[src/rtl/aidan_mcnay_prime_seq.sv]
// ---------------------------------------------------------------------------
// aidan_mcnay_prime_seq
//
// Decides whether an nbits-wide unsigned number N is prime by trial division.
// Each remainder N mod d is computed by an external iterative divider, which
// this block drives over val/rdy streams with one transaction outstanding at
// a time. The trial divisors are 2, 3, 5, 7, 9, ... and the search stops once
// d*d exceeds N.
//
// Ports
//   clk, reset          clock; asynchronous active-high reset
//   num, istream_val,   number to test (input stream)
//   istream_rdy
//   is_prime, factor,   result stream: factor is the smallest divisor found,
//   ostream_val,        or 0 when N is prime or N < 2
//   ostream_rdy
//   div_opa, div_opb,   divider request: dividend N, divisor d
//   div_istream_val,
//   div_istream_rdy
//   div_result,         divider response: remainder
//   div_ostream_val,
//   div_ostream_rdy
// ---------------------------------------------------------------------------
module aidan_mcnay_prime_seq #(
  parameter int nbits = 16
) (
  input  logic             clk,
  input  logic             reset,
  input  logic [nbits-1:0] num,
  input  logic             istream_val,
  output logic             istream_rdy,
  output logic             is_prime,
  output logic [nbits-1:0] factor,
  output logic             ostream_val,
  input  logic             ostream_rdy,
  output logic [nbits-1:0] div_opa,
  output logic [nbits-1:0] div_opb,
  output logic             div_istream_val,
  input  logic             div_istream_rdy,
  input  logic [nbits-1:0] div_result,
  input  logic             div_ostream_val,
  output logic             div_ostream_rdy
);

  typedef enum logic [2:0] {
    IDLE  = 3'd0,
    CHECK = 3'd1,
    ISSUE = 3'd2,
    WAIT  = 3'd3,
    DONE  = 3'd4
  } state_t;

  state_t           state;
  state_t           state_next;
  logic [nbits-1:0] n_reg;
  logic [nbits-1:0] n_next;
  logic [nbits-1:0] d_reg;
  logic [nbits-1:0] d_next;
  logic             prime_next;
  logic [nbits-1:0] factor_next;
  logic [2*nbits-1:0] d_sq;
  logic             sq_gt_n;

  // After 2 only odd candidates are tried.
  function automatic logic [nbits-1:0] next_divisor(input logic [nbits-1:0] d);
    return (d == nbits'(2)) ? nbits'(3) : d + nbits'(2);
  endfunction

  // Square is formed at double width so it never wraps, even for the last
  // divisor that overshoots sqrt(N).
  assign d_sq    = {{nbits{1'b0}}, d_reg} * {{nbits{1'b0}}, d_reg};
  assign sq_gt_n = d_sq > {{nbits{1'b0}}, n_reg};

  assign div_opa = n_reg;
  assign div_opb = d_reg;

  always_ff @(posedge clk or posedge reset) begin
    if (reset) begin
      state <= IDLE;
    end else begin
      state <= state_next;
    end
  end

  always_ff @(posedge clk or posedge reset) begin
    if (reset) begin
      n_reg    <= '0;
      d_reg    <= '0;
      is_prime <= 1'b0;
      factor   <= '0;
    end else begin
      n_reg    <= n_next;
      d_reg    <= d_next;
      is_prime <= prime_next;
      factor   <= factor_next;
    end
  end

  always_comb begin
    state_next      = state;
    n_next          = n_reg;
    d_next          = d_reg;
    prime_next      = is_prime;
    factor_next     = factor;
    istream_rdy     = 1'b0;
    ostream_val     = 1'b0;
    div_istream_val = 1'b0;
    div_ostream_rdy = 1'b0;

    case (state)
      IDLE: begin
        istream_rdy = 1'b1;
        if (istream_val) begin
          n_next = num;
          d_next = nbits'(2);
          // N is 0 or 1: not prime, no division needed.
          if (num[nbits-1:1] == '0) begin
            prime_next  = 1'b0;
            factor_next = '0;
            state_next  = DONE;
          end else begin
            state_next = CHECK;
          end
        end
      end

      CHECK: begin
        if (sq_gt_n) begin
          prime_next  = 1'b1;
          factor_next = '0;
          state_next  = DONE;
        end else begin
          state_next = ISSUE;
        end
      end

      ISSUE: begin
        div_istream_val = 1'b1;
        if (div_istream_rdy) begin
          state_next = WAIT;
        end
      end

      WAIT: begin
        div_ostream_rdy = 1'b1;
        if (div_ostream_val) begin
          if (div_result == '0) begin
            prime_next  = 1'b0;
            factor_next = d_reg;
            state_next  = DONE;
          end else begin
            d_next     = next_divisor(d_reg);
            state_next = CHECK;
          end
        end
      end

      DONE: begin
        ostream_val = 1'b1;
        if (ostream_rdy) begin
          state_next = IDLE;
        end
      end

      default: begin
        state_next = IDLE;
      end
    endcase
  end

endmodule

[config.mk]
export PLATFORM = sky130hd
export DESIGN_NAME = aidan_mcnay_prime_seq
export DESIGN_NICKNAME = d
export VERILOG_FILES = /design/src/rtl/aidan_mcnay_prime_seq.sv
export SDC_FILE = /design/constraint.sdc
export NUM_CORES = 1
export LEC_CHECK = 0
export CAP_MARGIN = 20
export CORE_MARGIN = 1.5
export CORE_UTILIZATION = 50
export DETAILED_ROUTE_END_ITERATION = 16
export HOLD_SLACK_MARGIN = 0.03
export PLACE_DENSITY_LB_ADDON = 0.12
export SYNTH_ARGS = -nofsm -noshare
export SYNTH_HDL_FRONTEND = slang
export SYNTH_SLANG_ARGS = --single-unit
[constraint.sdc]
create_clock -name clk -period 13.9 [get_ports clk]
set_input_delay 1.39 -clock clk [delete_from_list [all_inputs] [get_ports clk]]
set_output_delay 1.39 -clock clk [all_outputs]
set_load 0.005 [all_outputs]
After elaboration in Yosys (flattened, before gate mapping)

Index checks and enable logic that the tools add are counted.

Word-level logic and storage cells: 59
Bits in registers: 52
Input bits: 38
Output and inout port bits: 53

Add/subtract/negate cells: 1
Equality and inequality tests: 13
$lt $le $gt $ge: 1
Multiplexer cells: 29
Reductions and logical operators: 9
Multiply operators: 1

Operators by type and width:

| kind                                                 | count |
|---|---|
| 2-to-1 mux 16 bit                                    | 9 |
| case mux 16 bit (3 select lines)                     | 1 |
| > comparator 32 x 16 -> 1 bit                        | 1 |
| multiplier 16 x 16 -> 32 bit                         | 1 |
| case mux 16 bit (2 select lines)                     | 1 |
| 2-to-1 mux 3 bit                                     | 7 |
| adder 16 x 2 -> 16 bit, second input constant        | 1 |
| equality test 16 x 2 -> 1 bit, second input constant | 1 |
| logical NOT 16 bit                                   | 1 |
| != test 2 bit, second input constant                 | 8 |
| logical NOT 15 bit                                   | 1 |
| case mux 3 bit (5 select lines)                      | 1 |
| 2-to-1 mux 1 bit                                     | 9 |
| AND reduction 4 bit                                  | 2 |
| equality test 3 x 2 -> 1 bit, second input constant  | 2 |
| AND reduction 6 bit                                  | 1 |
| equality test 3 x 1 -> 1 bit, second input constant  | 1 |
| equality test 3 bit, second input constant           | 1 |
| logical NOT 3 bit                                    | 1 |
| case mux 1 bit (3 select lines)                      | 1 |
| nonzero test 3 bit                                   | 1 |
| AND reduction 2 bit                                  | 1 |
| nonzero test 2 bit                                   | 1 |

Logic depth before layout (Yosys ltp)

Word-level depth: 5
Mapped depth: 33

Worst setup path after synthesis

No wires, ideal clock.

Kind: reg-to-reg
From: reg d_reg[2] (netlist: div_opb[2])
To: reg factor[10]
Library setup time: 0.074 ns
Data arrival time: 7.521 ns
Clock period less this slack: 7.595 ns
Stages on the path, launching flop included: 28
Required time: 13.826 ns
Slack: 6.305 ns
Path through: dfrtp_1 clkdlybuf4s25_2 clkbuf_1 nand2_1 fa_1 fa_1 inv_1 fa_1 fa_1 fa_1 inv_1 fa_1 inv_1 ha_1 buf_2 a21oi_1 o21a_1 nand2_1 xor2_1 ha_1 nand4_1 nor4_1 a31oi_1 or4_4 nor4b_4 o2111ai_4 buf_6 o21ai_2

Cells in the longest elaborated chain, start to end: 4

Ends and longest elaborated chain:

| item                                 | RTL line | text |
|---|---|---|
| start, declared                      | 57       | `logic [nbits-1:0] d_reg;` |
| start signal, assigned               | 93       | `d_reg <= d_next;` |
| multiplier 16 x 16 -> 32 bit         | 71       | `assign d_sq = {{nbits{1'b0}}, d_reg} * {{nbits{1'b0}}, d_reg};` |
| > comparator 32 x 16 -> 1 bit        | 72       | `assign sq_gt_n = d_sq > {{nbits{1'b0}}, n_reg};` |
| != test 2 bit (no source line)       | n/a      |  |
| AND reduction 6 bit (no source line) | n/a      |  |
| end signal, assigned                 | 95       | `factor <= factor_next;` |
| end, declared                        | 33       | `output logic [nbits-1:0] factor,` |

Every way passes these cells.
A chain may end at the register's enable or synchronous reset.

Final worst setup path

From: reg d_reg[1] (netlist: div_opb[1])
To: reg is_prime

Cells in the longest elaborated chain, start to end: 4

Ends and longest elaborated chain:

| item                                 | RTL line | text |
|---|---|---|
| multiplier 16 x 16 -> 32 bit         | 71       |  |
| > comparator 32 x 16 -> 1 bit        | 72       |  |
| != test 2 bit (no source line)       | n/a      |  |
| AND reduction 6 bit (no source line) | n/a      |  |
| end signal, assigned                 | 94       | `is_prime <= prime_next;` |
| end, declared                        | 32       | `output logic is_prime,` |

Every way passes these cells.

==> flow_metrics.env <==
export IMPL_status="finished, final reports clean"
export IMPL_yosys_area_top_type="fa_1"
export IMPL_grt_setup_unrepaired="false"
export IMPL_die_x_um=149
export IMPL_seq_area_mm2=0.00130
export IMPL_p_sw_frac=0.401
export IMPL_clk_latency_ns=0.31
export IMPL_pre_cts_slack_ns=5.48
export IMPL_cts_made_buffers=5
export IMPL_routed_wl_met2_um=12700
export IMPL_row_count=53
export IMPL_hold_violations=0
export IMPL_nFillCells=1945
export IMPL_top_layer="met4"
export IMPL_cts_root_buf="clkbuf_16"
export IMPL_hold_class="flop to flop"
export IMPL_cp_start_kind="flop"
export IMPL_power_internal_w=0.000419
export IMPL_fin_setup_tns_ns=0
export IMPL_grt_pass1_vias=8779
export IMPL_yosysMostFrequentCell="inv_1"
export IMPL_worstPathRequired_ns=14.10
export IMPL_power_leakage_nw=6.17
export IMPL_max_stage_delay_ns=0.64
export IMPL_die_h_um=149
export IMPL_finalWeightedCongestion=0.941
export IMPL_wl_met1_um=12500
export IMPL_initial_utilization=0.509
export IMPL_finalInstanceArea_mm2=0.0118
export IMPL_routed_wl_um=27200
export IMPL_fin_ws_ns=5.43
export IMPL_drc_errors=0
export IMPL_syn_area_per_cell_um2=8.88
export IMPL_synthFlopType="dfrtp_1"
export IMPL_die_area_mm2=0.0222
export IMPL_setup_viol=0
export IMPL_synth_cell_types=84
export IMPL_grt_max_degree=53
export IMPL_yosys_area_share_simple=0.150
export IMPL_synth_top_family_by_area="adder cells"
export IMPL_path_clk_slew_ns=0.08
export IMPL_postCtsSetupBuffers=0
export IMPL_crit_path_end_kind="flop"
export IMPL_area_growth_pct=11.0
export IMPL_grt_pass1_wl_um=45900
export IMPL_pwr_share_clk=0.194
export IMPL_ys_top_cells_by_count="inv_1, fa_1, nand2_1"
export IMPL_ant_nets=0
export IMPL_final_max_slew_viol_count=0
export IMPL_crit_path_top_delay_cell="dfrtp_1"
export IMPL_drv_cap=0
export IMPL_drive_above_1_share=0.0603
export IMPL_slew_headroom=0.274
export IMPL_cts_sinks=52
export IMPL_cts_resized=0
export IMPL_h_tree_depth=2
export IMPL_antenna_found_initial=0
export IMPL_synthAdderAreaFrac=0.445
export IMPL_ctsHoldBuffers=0
export IMPL_overflow=0
export IMPL_synth_top_area_frac=0.304
export IMPL_dp_hpwl_um=22600
export IMPL_critPathKind="flop to flop"
export IMPL_finClkSkew_ns=0.00630
export IMPL_min_period_ns=8.47
export IMPL_num_antenna_cells=0
export IMPL_core_region_area_mm2=0.0210
export IMPL_yosysWarnings=0
export IMPL_synth_seq_cells=52
export IMPL_synthMuxAreaShare=0.00516
export IMPL_via_count=8302
export IMPL_fmax_mhz=118
export IMPL_drt_iter0_markers=470
export IMPL_cellPowerDensity_mw_per_mm2=59.1
export IMPL_synth_area_mm2=0.0107
export IMPL_worstPathMaxFanout=19
export IMPL_grt_usage=0.264
export IMPL_synth_nets=1521
export IMPL_yosys_top_cells_area="fa_1, ha_1, dfrtp_1"
export IMPL_ios=91
export IMPL_fin_nets=1579
export IMPL_synth_compound_area_frac=0.129
export IMPL_power_switching_w=0.000280
export IMPL_met3_length_um=1570
export IMPL_routedWlPerCell_um=17.7
export IMPL_p_seq_frac=0.342
export IMPL_netlist_instances=1201
export IMPL_cts_tree="yes"
export IMPL_synth_edf_count=0
export IMPL_p_comb_frac=0.463
export IMPL_synth_xor_area_frac=0.0263
export IMPL_synth_seq_area_share=0.122
export IMPL_worstPathArrival_ns=8.67
export IMPL_cts_path_max_buffers=2
export IMPL_multiInputGateArea_mm2=0.00806
export IMPL_vias_per_cell=5.41
export IMPL_finalCritPeriodShare=0.609
export IMPL_tightest_slew_ns=1.08
export IMPL_io_buffers=90
export IMPL_synth_async_sr_flop_share=1.00
export IMPL_vdd_drop_max_mv=0.0667
export IMPL_placed_area_mm2=0.0116
export IMPL_firstDrtPassIters=5
==> state kept, by name, indices dropped and copies added (netlist names) <==
signal and flops:
state 3, div_opa 16, factor 16, div_opb 16, is_prime 1
==> stage by stage <==
step	power, W	util	hold slack, ns	cells
5_1_grt	0.000750	0.565	0.583	1535
4_1_cts	0.000699	0.563	0.559	1533
3_5_place_dp	0.000562	0.556	0.539	1525
6_report	0.000699	0.565	0.564	1535
2_1_floorplan	0.000407	-	0.534	1201
3_3_place_gp	0.000557	0.556	0.530	1525
==> cell usage in the layout (no fill, tap or decap), types with 5 or more instances in the layout <==
cell type          n
inv_1            257
fa_1             162
nand2_1          123
ha_1             120
clkdlybuf4s50_1   90
dfrtp_1           52
o21ai_0           48
a21oi_1           47
nor2_1            47
and2_1            37
nand3_1           31
xnor2_1           25
a22oi_1           18
nand4_1           17
nor4_1            14
o21ai_2           10
nor3_1             8
buf_4              8
o21a_1             7
nand2b_1           7
xor2_1             7
nor2b_1            6
a31oi_1            6
and3_1             5
o22ai_1            5
or2_2              5
clkbuf_16          5
==> layer usage <==
layer | vias to the layer above | global-route usage
li1 | 3984 | -
met4 | 0 | 0.0495
met5 | - | 0
met2 | 198 | 0.426
met1 | 4090 | 0.377
met3 | 30 | 0.0422
==> final cells by class <==
class,instances,area share
sequential,52,0.110
timing repair buffer,100,0.0834
clock inverter,3,0.00286
tap,275,0.0291
multi-input combinational,839,0.681
clock buffer,5,0.0106
inverter,261,0.0828
==> worst paths after layout <==
check	to	cells past startpoint	startpoint	slack, ns
setup / recovery	is_prime$_DFFE_PP0P_	28	div_opb[1]$_DFFE_PP0P_	5.43
hold / removal	factor[7]$_DFFE_PP0P_	2	factor[7]$_DFFE_PP0P_	0.56
setup reg to reg	is_prime$_DFFE_PP0P_	28	div_opb[1]$_DFFE_PP0P_	5.43
hold reg to reg	factor[7]$_DFFE_PP0P_	2	factor[7]$_DFFE_PP0P_	0.56
max in group asynchronous	div_opa[15]$_DFFE_PP0P_	3	reset	11.83
min in group asynchronous	state[0]$_DFFE_PP0P_	3	reset	1.58
==> cells by family after synthesis <==
logic type      Yosys count
buf+inv                 310
xor+xnor                 32
flops                    52
mux                       5
fa+ha+maj               282
simple gates            320
compound gates          200
==> power groups by stage <==
| stage | sequential (W) | clock, W | combinational [W] |
|---|---|---|---|
| after floorplan | 0.000226 | 0 | 0.000181 |
| after global placement | 0.000243 | 0 | 0.000315 |
| after detailed placement | 0.000243 | 0 | 0.000319 |
| after CTS | 0.000240 | 0.000139 | 0.000320 |
| after global routing | 0.000247 | 0.000144 | 0.000359 |
| final | 0.000239 | 0.000136 | 0.000324 |
==> worst max-delay path, delay by kind of cell, from the launching register on <==
kind / cells / cell delay [ns]
adders and majority gates: 8 / 3.78
AOI/OAI and AO/OA: 7 / 1.76
and+or+nand+nor: 5 / 1.45
DFF: 1 / 0.64
buffers and inverters: 7 / 0.62
xor gates and xnor gates: 1 / 0.09
Note: power is estimated with default switching activity, not from simulation.
